--- config.mk ---
export PLATFORM = sky130hd
export DESIGN_NAME = sum_accumulator
export DESIGN_NICKNAME = d
export VERILOG_FILES = /design/src/rtl/sum_acc_pkg.sv /design/src/rtl/sum_acc_add.sv /design/src/rtl/sum_accumulator.sv
export SDC_FILE = /design/constraint.sdc
export NUM_CORES = 1
export LEC_CHECK = 0
export ABC_AREA = 1
export ABC_CLOCK_PERIOD_IN_PS = 3100
export CELL_PAD_IN_SITES_DETAIL_PLACEMENT = 0
export CELL_PAD_IN_SITES_GLOBAL_PLACEMENT = 2
export CORE_MARGIN = 8
export CORE_UTILIZATION = 37
export CTS_CLUSTER_DIAMETER = 100
export DETAILED_ROUTE_END_ITERATION = 12
export DONT_BUFFER_PORTS = 1
export PLACE_DENSITY_LB_ADDON = 0.1
export SYNTH_ARGS = -nofsm -noshare
export SYNTH_HDL_FRONTEND = slang
export SYNTH_SLANG_ARGS = --single-unit
--- constraint.sdc ---
create_clock -name clk -period 3.1 [get_ports clk]
set_clock_uncertainty 0.05 [all_clocks]
set_input_delay 0.62 -clock clk [delete_from_list [all_inputs] [get_ports clk]]
set_output_delay 0.62 -clock clk [all_outputs]
set_load 0.005 [all_outputs]
--- src/rtl/sum_acc_pkg.sv ---
// Shared types and default sizing for the sum accumulator slice.
package sum_acc_pkg;

    // Batch controller states: collecting the first sample, accumulating, presenting the total.
    typedef enum logic [1:0] {
        IDLE  = 2'd0,
        ACCUM = 2'd1,
        HOLD  = 2'd2
    } acc_state_t;

    localparam int SUM_ACC_IN_W  = 3;
    localparam int SUM_ACC_W     = 8;
    localparam int SUM_ACC_BATCH = 4;

endpackage

--- src/rtl/sum_acc_add.sv ---
// Combinational ACC_W-bit adder; the carry out of the top bit flags a wrap of the total.
module sum_acc_add #(
    parameter int ACC_W = 8
) (
    input  logic [ACC_W-1:0] a,
    input  logic [ACC_W-1:0] b,
    output logic [ACC_W-1:0] sum,
    output logic             carry
);

    // One extra bit captures the carry past the accumulator width.
    always_comb begin
        {carry, sum} = {1'b0, a} + {1'b0, b};
    end

endmodule

--- src/rtl/sum_accumulator.sv ---
// Accumulates a fixed batch of {co, s} samples from the ripple-carry adder and
// presents the batch total with a sticky overflow flag over a valid/ready handshake.
module sum_accumulator
    import sum_acc_pkg::*;
#(
    parameter int IN_W  = SUM_ACC_IN_W,
    parameter int ACC_W = SUM_ACC_W,
    parameter int BATCH = SUM_ACC_BATCH,
    parameter int CNT_W = 4
) (
    input  logic             clk,
    input  logic             rst_n,
    input  logic             clear,
    input  logic             in_valid,
    output logic             in_ready,
    input  logic [IN_W-1:0]  s,
    input  logic             co,
    output logic             out_valid,
    input  logic             out_ready,
    output logic [ACC_W-1:0] acc,
    output logic [CNT_W-1:0] count,
    output logic             ovf
);

    acc_state_t       state_q, state_d;
    logic [ACC_W-1:0] acc_q, acc_d;
    logic [CNT_W-1:0] count_q, count_d;
    logic             ovf_q, ovf_d;
    logic             in_ready_q, out_valid_q;

    logic [ACC_W-1:0] sample_ext;
    logic [ACC_W-1:0] add_sum;
    logic             add_carry;
    logic             accept;
    logic             release_res;
    logic [CNT_W-1:0] count_inc;

    // Zero-extend the {co, s} sample to accumulator width.
    always_comb begin
        sample_ext          = '0;
        sample_ext[IN_W:0]  = {co, s};
    end

    sum_acc_add #(
        .ACC_W (ACC_W)
    ) u_add (
        .a     (acc_q),
        .b     (sample_ext),
        .sum   (add_sum),
        .carry (add_carry)
    );

    assign accept      = in_valid & in_ready_q;
    assign release_res = out_valid_q & out_ready;
    assign count_inc   = count_q + CNT_W'(1);

    // Next-state and datapath update; clear overrides any accept or handshake.
    always_comb begin
        state_d = state_q;
        acc_d   = acc_q;
        count_d = count_q;
        ovf_d   = ovf_q;
        if (clear) begin
            state_d = IDLE;
            acc_d   = '0;
            count_d = '0;
            ovf_d   = 1'b0;
        end else begin
            case (state_q)
                IDLE: begin
                    if (accept) begin
                        acc_d   = sample_ext;
                        count_d = CNT_W'(1);
                        state_d = (BATCH == 1) ? HOLD : ACCUM;
                    end
                end
                ACCUM: begin
                    if (accept) begin
                        acc_d   = add_sum;
                        ovf_d   = ovf_q | add_carry;
                        count_d = count_inc;
                        if (count_inc == CNT_W'(BATCH)) begin
                            state_d = HOLD;
                        end
                    end
                end
                HOLD: begin
                    if (release_res) begin
                        state_d = IDLE;
                        acc_d   = '0;
                        count_d = '0;
                        ovf_d   = 1'b0;
                    end
                end
                default: begin
                    state_d = IDLE;
                    acc_d   = '0;
                    count_d = '0;
                    ovf_d   = 1'b0;
                end
            endcase
        end
    end

    // State, total and handshake flags; the flags are registered decodes of the next state.
    always_ff @(posedge clk or negedge rst_n) begin
        if (!rst_n) begin
            state_q     <= IDLE;
            acc_q       <= '0;
            count_q     <= '0;
            ovf_q       <= 1'b0;
            in_ready_q  <= 1'b0;
            out_valid_q <= 1'b0;
        end else begin
            state_q     <= state_d;
            acc_q       <= acc_d;
            count_q     <= count_d;
            ovf_q       <= ovf_d;
            in_ready_q  <= (state_d != HOLD);
            out_valid_q <= (state_d == HOLD);
        end
    end

    assign in_ready  = in_ready_q;
    assign out_valid = out_valid_q;
    assign acc       = acc_q;
    assign count     = count_q;
    assign ovf       = ovf_q;

endmodule
[After elaboration in Yosys (flattened, before gate mapping)]
Cells that the tools add are included.
Operators by class
  $add $sub $neg: 2
  multiplexer cells: 20
  bitwise logic cells: 3
  equal/unequal tests: 9
  reduce and logical (&&, ||, !) cells: 3
Operator list (number)
  two-way mux 8 bit: 4
  case mux 8 bit (3 select lines): 1
  two-way mux 4 bit: 4
  case mux 4 bit (3 select lines): 1
  two-way mux 2 bit: 5
  adder 8 x 4 -> 9 bit: 1
  != test 3 bit (second input constant): 3
  case mux 2 bit (3 select lines): 1
  AND reduction 3 bit: 2
  adder 4 x 1 -> 4 bit (second input constant): 1
  == test 2 bit (second input constant): 2
  == test 4 x 3 -> 1 bit (second input constant): 1
  != test 2 bit (second input constant): 2
  two-way mux 1 bit: 3
  case mux 1 bit (3 select lines): 1
  bitwise AND 1 bit: 2
  == test 2 x 1 -> 1 bit (second input constant): 1
  logical NOT 2 bit: 1
  OR 1 bit: 1
Word-level totals
  output and inout port bits: 15
  register bits: 17
  input port bits: 9
  logic and storage cells: 43

[Longest topological paths before layout]
Gate-level depths: netlist (run 1).
  depth after elaboration: 7
  mapped depth: 9
  gate-level depth less buffers: 9

[Hierarchy]
A second synthesis (run 1) with hierarchy kept.
Unflattened totals
  cells, all modules: 172
  area, all modules: 1282.5 um2
Modules (own cells, without submodules)
  sum_accumulator: area each 905.9 um2, instances 1, cells each 113
  sum_acc_add: area each 376.6 um2, instances 1, cells each 59

[Worst setup path before layout (run 1)]
OpenSTA, ideal clock, no wires.
  path kind: input port to flip-flop
  start: input s[0]
  end: register acc_q[4], in the netlist acc[4]
  buffers on the path: 0
  setup slack: 1271 ps
  cell stages on the path: 7
  data arrival time: 1662 ps
  setup time: 117 ps
  cell sequence: ha_1 fa_1 inv_1 o21ai_0 and2_4 nor2_1 nor2_1
On the way
  longest elaborated chain between the ends: 4
RTL lines
  from (decl): line sum_accumulator.sv:16  | input logic [IN_W-1:0] s,
  adder 8 x 4 -> 9 bit: line sum_acc_add.sv:13  | {carry, sum} = {1'b0, a} + {1'b0, b};
  two-way mux 8 bit: line sum_accumulator.sv:78  | if (accept) begin
  case mux 8 bit (3 select lines): line sum_accumulator.sv:69  | case (state_q)
  two-way mux 8 bit: line sum_accumulator.sv:63  | if (clear) begin
  to (signal assigned): line sum_accumulator.sv:109  | acc_q <= '0;
  to (signal assigned): line sum_accumulator.sv:116  | acc_q <= acc_d;
  to (decl): line sum_accumulator.sv:26  | logic [ACC_W-1:0] acc_q, acc_d;
Every way passes these cells. The select of a mux whose other input is x is not followed.
A chain may end at the register's enable or synchronous reset.

[Final worst setup path (run 1)]
  start: register acc_q[0], in the netlist acc[0]
  end: register acc_q[4], in the netlist acc[4]
On the way
  longest elaborated chain between the ends: 4
RTL lines (line)
  adder 8 x 4 -> 9 bit: sum_acc_add.sv:13
  two-way mux 8 bit: sum_accumulator.sv:78
  case mux 8 bit (3 select lines): sum_accumulator.sv:69
  two-way mux 8 bit: sum_accumulator.sv:63
Every way passes these cells. The select of a mux whose other input is x is not followed.

==> impl_metrics.env, run 1 <==
export IMPL_status="completed"
export IMPL_hold_viol_final=0
export IMPL_drc=0
export IMPL_via_count=887
export IMPL_vias_per_cell=4.90
export IMPL_clock_latency_ns=0.30
export IMPL_hold_path_class="in2reg"
export IMPL_postRouteAntennaNets=0
export IMPL_fill_cells=318
export IMPL_die_area_um2=4990
export IMPL_cp_max_fo=3
export IMPL_ios=24
export IMPL_clockBufferDepth=2
export IMPL_fin_crit_sh=0.563
export IMPL_comb_power_share=0.191
export IMPL_grt_pass1_wl_mm=4.68
export IMPL_cts_buffers=3
export IMPL_slew_headroom=0.456
export IMPL_power_frac_seq=0.538
export IMPL_chipWidth_um=70.6
export IMPL_layout_cells_non_filler=181
export IMPL_htree_num_levels=1
export IMPL_synth_nets=160
export IMPL_nets=165
export IMPL_max_stage_delay_ns=0.43
export IMPL_cts_resized_gates=0
export IMPL_portBuffers=0
export IMPL_core_rowCount=20
export IMPL_power_density_nw_per_um2=392
export IMPL_cts_root_buf="clkbuf_4"
export IMPL_power_total_uw=457
export IMPL_p_clk_frac=0.271
export IMPL_final_util=0.395
export IMPL_seq_area_frac_synth=0.385
export IMPL_clock_sinks=17
export IMPL_cts_clk_slew_worst_paths_ns=0.11
export IMPL_wl_per_cell_um=14.3
export IMPL_synth_cell_area_um2=1100
export IMPL_n_antenna_cell=0
export IMPL_coreArea_um2=2950
export IMPL_drv_cap=0
export IMPL_crit_family="adder cells"
export IMPL_setup_tns_ns=0
export IMPL_cp_slowest_cell="dfrtp_1"
export IMPL_end_kind="flop"
export IMPL_min_period_ns=1.75
export IMPL_placed_cells=176
export IMPL_rsz0062_at_grt="false"
export IMPL_cts_hold_buf=1
export IMPL_antenna_found_initial=0
export IMPL_dr_pass1_iters=4
export IMPL_crit_chain="ha_1 > fa_1 > inv_1 > o21ai_0 > and2_4 > nand2_1 > nand2_1 > nor2_1"
export IMPL_arrival_ns=1.93
export IMPL_synth_warnings=0
export IMPL_critPathKind="reg2reg"
export IMPL_postCtsSetupRepairBufs=0
export IMPL_postSynthCellCount=144
export IMPL_die_y_um=70.6
export IMPL_ir_drop_mv=0.144
export IMPL_p_sw_uw=145
export IMPL_slew_viol_final=0
export IMPL_ys_seq_elements=17
export IMPL_initial_core_util=0.374
export IMPL_intPower_uw=312
export IMPL_cts_tree="built"
export IMPL_grt_pass1_vias=939
export IMPL_grt_max_degree=18
export IMPL_worst_slew_pin_slew_ns=0.814
export IMPL_synth_area_per_cell_um2=7.67
export IMPL_sw_frac_of_total=0.317
export IMPL_cp_num_buf_inv=1
export IMPL_required_ns=3.28
export IMPL_drt_iter0_markers=30
export IMPL_dpl_hpwl_mm=2.10
export IMPL_crit_top_cell="nand2_1"
export IMPL_area_growth_pct=5.66
export IMPL_setup_viol=0
export IMPL_crit_path_start_kind="flop"
export IMPL_grt_overflow_total=0
export IMPL_routed_wl_mm=2.60
export IMPL_ys_types=25
export IMPL_p_leak_nw=0.578
export IMPL_max_freq_mhz=573
export IMPL_gp_congestion=0.804
export IMPL_grt_usage=0.117
export IMPL_drive_above_1_share=0.149
==> power by group through the flow <==
| stage | clock network, mW | logic (mW) | registers, mW |
|---|---|---|---|
| 2_1_floorplan | 0 | 0.0685 | 0.247 |
| 3_3_place_gp | 0 | 0.0823 | 0.251 |
| 3_5_place_dp | 0 | 0.0837 | 0.251 |
| 4_1_cts | 0.130 | 0.0894 | 0.246 |
| 5_1_grt | 0.138 | 0.103 | 0.249 |
| 6_report | 0.124 | 0.0872 | 0.246 |
==> cells in the final DEF (no fill, tap or decap) <==
master	count
inv_2	5
nand2_1	43
nand4_2	1
clkbuf_4	3
fa_1	1
nor2_1	11
dfrtp_1	17
dlygate4sd3_1	1
nand2_2	4
nand3_1	12
nor2_8	1
a21oi_1	4
o21ai_0	3
nor2_4	2
inv_4	1
and2_4	1
nand4_1	2
xnor2_1	1
ha_1	6
inv_1	15
o21ai_1	6
clkbuf_1	1
nor2_2	2
nor3_1	2
a21oi_2	1
nand3_2	1
xor2_1	1
==> state kept, by name (all words and copies together), names as in the netlist <==
name,count
acc,8
count,4
in_ready,1
out_valid,1
ovf,1
state_q,2
==> metal layers <==
| layer | routed length, um | track usage | share of wire |
|---|---|---|---|
| met2 | 1170 | 0.186 | 0.45 |
| met1 | 1230 | 0.142 | 0.47 |
| met5 | 0 | 0 | 0 |
| met3 | 161 | 0.0367 | 0.062 |
| met4 | 35 | 0.0485 | 0.013 |
==> final cells by class <==
cell class	instances	area [um^2]	share of cell area
repair buffers	1	10.0	0.00857
inverters	21	81.3	0.0697
multi-input cells	105	583	0.499
flip-flops and latches	17	425	0.364
well taps	33	41.3	0.0354
clock buffers	4	26.3	0.0225
==> path summary, 6_finish.rpt <==
path	start	endpoint	slack [ns]	cells past startpoint
worst max-delay path	acc[0]$_DFFE_PN0P_	acc[4]$_DFFE_PN0P_	1.35	8
worst min-delay path	clear	state_q[0]$_DFF_PN0_	0.32	1
worst max register to register	acc[0]$_DFFE_PN0P_	acc[4]$_DFFE_PN0P_	1.35	8
worst min register to register	ovf$_DFFE_PN0P_	ovf$_DFFE_PN0P_	0.50	2
max in group asynchronous	rst_n	acc[2]$_DFFE_PN0P_	1.69	1
min in group asynchronous	rst_n	state_q[0]$_DFF_PN0_	0.80	1
==> metrics by stage <==
stage | instance area [um^2] | hold WS [ns] | worst slack, ns
finish | 1170 | 0.316 | 1.35
global route | 1170 | 0.310 | 1.15
CTS | 1170 | 0.311 | 1.32
floorplan | 1100 | 0.274 | 1.27
global placement | 1130 | 0.275 | 1.21
detailed placement | 1130 | 0.275 | 1.14
==> cells in the mapped netlist, drive strengths merged <==
library cell  number  area share
nor2              16       0.087
buf                1       0.014
nor3               2      0.0091
nand4              3       0.023
ha                 6       0.068
fa                 1       0.018
inv               21       0.074
o21ai              9       0.041
xnor2              1      0.0079
nand3             13       0.063
and2               1      0.0079
nand2             47        0.17
dfrtp             17        0.39
xor2               1      0.0079
a21oi              5       0.026
==> kinds of logic (layout without fill, tap and decap cells) <==
group,Yosys count,count (layout),share of synthesized area
simple gates,82,82,0.359
buf+inv,22,26,0.0872
flops,17,17,0.385
compound gates,14,14,0.0668
fa+ha+maj,7,7,0.0861
xor+xnor,2,2,0.0159
(Power assumes the default switching activity.)
==> inputs of run 2 (changes only) <==
--- a/config.mk
+++ b/config.mk
@@ -6,11 +6,11 @@
 export NUM_CORES = 1
 export LEC_CHECK = 0
 export ABC_AREA = 1
-export ABC_CLOCK_PERIOD_IN_PS = 3100
+export ABC_CLOCK_PERIOD_IN_PS = 1730
 export CELL_PAD_IN_SITES_DETAIL_PLACEMENT = 0
 export CELL_PAD_IN_SITES_GLOBAL_PLACEMENT = 2
 export CORE_MARGIN = 8
-export CORE_UTILIZATION = 37
+export CORE_UTILIZATION = 34
 export CTS_CLUSTER_DIAMETER = 100
 export DETAILED_ROUTE_END_ITERATION = 12
 export DONT_BUFFER_PORTS = 1
==> constraint.sdc (replaced) <==
create_clock -name clk -period 1.73 [get_ports clk]
set_clock_uncertainty 0.05 [all_clocks]
set_input_delay 0.346 -clock clk [delete_from_list [all_inputs] [get_ports clk]]
set_output_delay 0.346 -clock clk [all_outputs]
set_load 0.005 [all_outputs]
==> run 2 against run 1 <==
Setup slack worse by 1.2 ns. Sequential cell count unchanged. Largest cell class unchanged. Design area up 2.0%. Sequential share of layout area down 0.73 points. Non-clock buffer count up 1. Register-to-register slack worse by 1.2 ns. Global-route usage down 0.82 points. First-iteration DRC count up 10%. Die area up 6.8%. Via count up 2.3%.
==> impl_metrics.env, run 2 (synthesis gave the netlist of run 1 again) <==
export IMPL_htree_num_levels=1
export IMPL_initial_core_util=0.359
export IMPL_via_count=907
export IMPL_p_leak_nw=0.581
export IMPL_dr_pass1_iters=4
export IMPL_largest_reg_flops=8
export IMPL_area_growth_pct=7.81
export IMPL_hold_viol_final=0
export IMPL_portBuffers=0
export IMPL_crit_chain="ha_1 > fa_2 > inv_2 > o21ai_1 > and2_4 > nor2_1 > nor2_1"
export IMPL_max_freq_mhz=630
export IMPL_crit_top_cell="nor2_1"
export IMPL_arrival_ns=1.73
export IMPL_cts_buffers=3
export IMPL_hold_path_class="in2reg"
export IMPL_max_stage_delay_ns=0.41
export IMPL_ios=24
export IMPL_grt_usage=0.109
export IMPL_clock_latency_ns=0.30
export IMPL_die_y_um=73.0
export IMPL_multiInputGateArea_um2=586
export IMPL_cts_root_buf="clkbuf_4"
export IMPL_coreArea_um2=3080
export IMPL_fin_crit_sh=0.918
export IMPL_placed_cells=188
export IMPL_grt_max_degree=18
export IMPL_clock_sinks=17
export IMPL_wl_per_cell_um=13.0
export IMPL_die_area_um2=5330
export IMPL_rsz0062_at_grt="false"
export IMPL_min_period_ns=1.59
export IMPL_setup_viol=0
export IMPL_status="completed"
export IMPL_required_ns=1.88
export IMPL_cp_max_fo=3
export IMPL_setup_tns_ns=0
export IMPL_regArea_um2=425
export IMPL_crit_path_start_kind="flop"
export IMPL_antenna_found_initial=0
export IMPL_fill_cells=348
export IMPL_nets=166
export IMPL_grt_pass1_wl_mm=4.43
export IMPL_final_cell_mix="nand2_1 (43), dfrtp_1 (17), inv_1 (14)"
export IMPL_power_density_nw_per_um2=691
export IMPL_routed_wl_mm=2.50
export IMPL_vias_per_cell=4.70
export IMPL_clockBufferDepth=2
export IMPL_gp_congestion=0.838
export IMPL_slew_headroom=0.462
export IMPL_n_antenna_cell=0
export IMPL_mostFrequentLayoutCell="nand2_1"
export IMPL_drt_iter0_markers=33
export IMPL_worst_slew_pin_slew_ns=0.804
export IMPL_grt_pass1_vias=916
export IMPL_cp_slowest_cell="dfrtp_1"
export IMPL_layout_cells_non_filler=193
export IMPL_core_rowCount=20
export IMPL_critPathKind="reg2reg"
export IMPL_drv_cap=0
export IMPL_grt_overflow_total=0
export IMPL_postRouteAntennaNets=0
export IMPL_chipWidth_um=73.0
export IMPL_slew_viol_final=0
export IMPL_drc=0
export IMPL_dpl_hpwl_mm=2.00
export IMPL_cts_tree="built"
export IMPL_ir_drop_mv=0.265
export IMPL_drive_above_1_share=0.168
export IMPL_end_kind="flop"
export IMPL_cts_clk_slew_worst_paths_ns=0.10
==> run 2: changes by cell type in the layout (fill, tap and decap cells not counted) <==
cell | previous run | this run
inv_2 | 5 | 6
inv_1 | 15 | 14
fa_2 | 0 | 1
o21ai_0 | 3 | 2
buf_4 | 0 | 1
fa_1 | 1 | 0
o21ai_1 | 6 | 7
==> run 2: path summary, 6_finish.rpt <==
path                                     from              endpoint  slack, ns  depth (start not counted)
max in group asynchronous               rst_n       ovf$_DFFE_PN0P_       0.61                          1
min in group asynchronous               rst_n  count[2]$_DFFE_PN0P_       0.52                          1
max reg2reg                acc[0]$_DFFE_PN0P_    acc[4]$_DFFE_PN0P_       0.14                          7
min reg2reg                   ovf$_DFFE_PN0P_       ovf$_DFFE_PN0P_       0.50                          2
min                                     clear  state_q[0]$_DFF_PN0_       0.04                          1
max                        acc[0]$_DFFE_PN0P_    acc[4]$_DFFE_PN0P_       0.14                          7
==> run 2: repair_timing <==
| action | CTS | global route |
|---|---|---|
| gates resized for setup | 0 | 3 |
| hold buffers | 1 | 0 |
| setup endpoints to repair | 0 | 2 |
| endpoints found under the hold margin | 17 | 0 |
| buffers inserted | 0 | 0 |
==> run 2: cell type report <==
cell class | instances | area share
Inverter | 21 | 0.0683
Timing Repair Buffer | 2 | 0.0147
Multi-Input combinational cell | 105 | 0.492
Clock buffer | 4 | 0.0221
Tap cell | 44 | 0.0462
Sequential cell | 17 | 0.357
==> run 2: where the power goes <==
| part | internal (mW) | switching (mW) | leakage [nW] |
|---|---|---|---|
| Combinational | 0.0591 | 0.104 | 0.341 |
| Sequential | 0.415 | 0.0243 | 0.225 |
| Clock | 0.0898 | 0.131 | 0.0150 |
| Total | 0.564 | 0.259 | 0.581 |
==> run 2: critical path: cells and delay by family (launching register included) <==
kind,cells,cell delay [ns]
adder cells (fa/ha/maj),2,0.57
flip-flops,1,0.41
buffers and inverters,1,0.08
AND/OR/NAND/NOR,3,0.30
AO/OA/AOI/OAI,1,0.09
==> run 2: routing by layer <==
| metal | global-route usage | up-vias | part of all wire |
|---|---|---|---|
| met4 | 0.0467 | 0 | 0.014 |
| met5 | 0 | - | 0 |
| met2 | 0.169 | 28 | 0.46 |
| li1 | - | 467 | - |
| met1 | 0.131 | 408 | 0.43 |
| met3 | 0.0385 | 4 | 0.097 |
==> run 2: metrics by stage <==
step	setup WS (ns)	utilization	hold WS, ns	cell area [um^2]	total power [mW]
2_1_floorplan	0.131	-	0.000409	1100	0.564
3_3_place_gp	0.0856	0.374	0.000970	1150	0.600
3_5_place_dp	0.0717	0.374	0.000966	1150	0.601
4_1_cts	0.0352	0.386	0.0353	1190	0.834
5_1_grt	0.0198	0.387	0.0381	1190	0.881
6_report	0.143	0.387	0.0422	1190	0.823
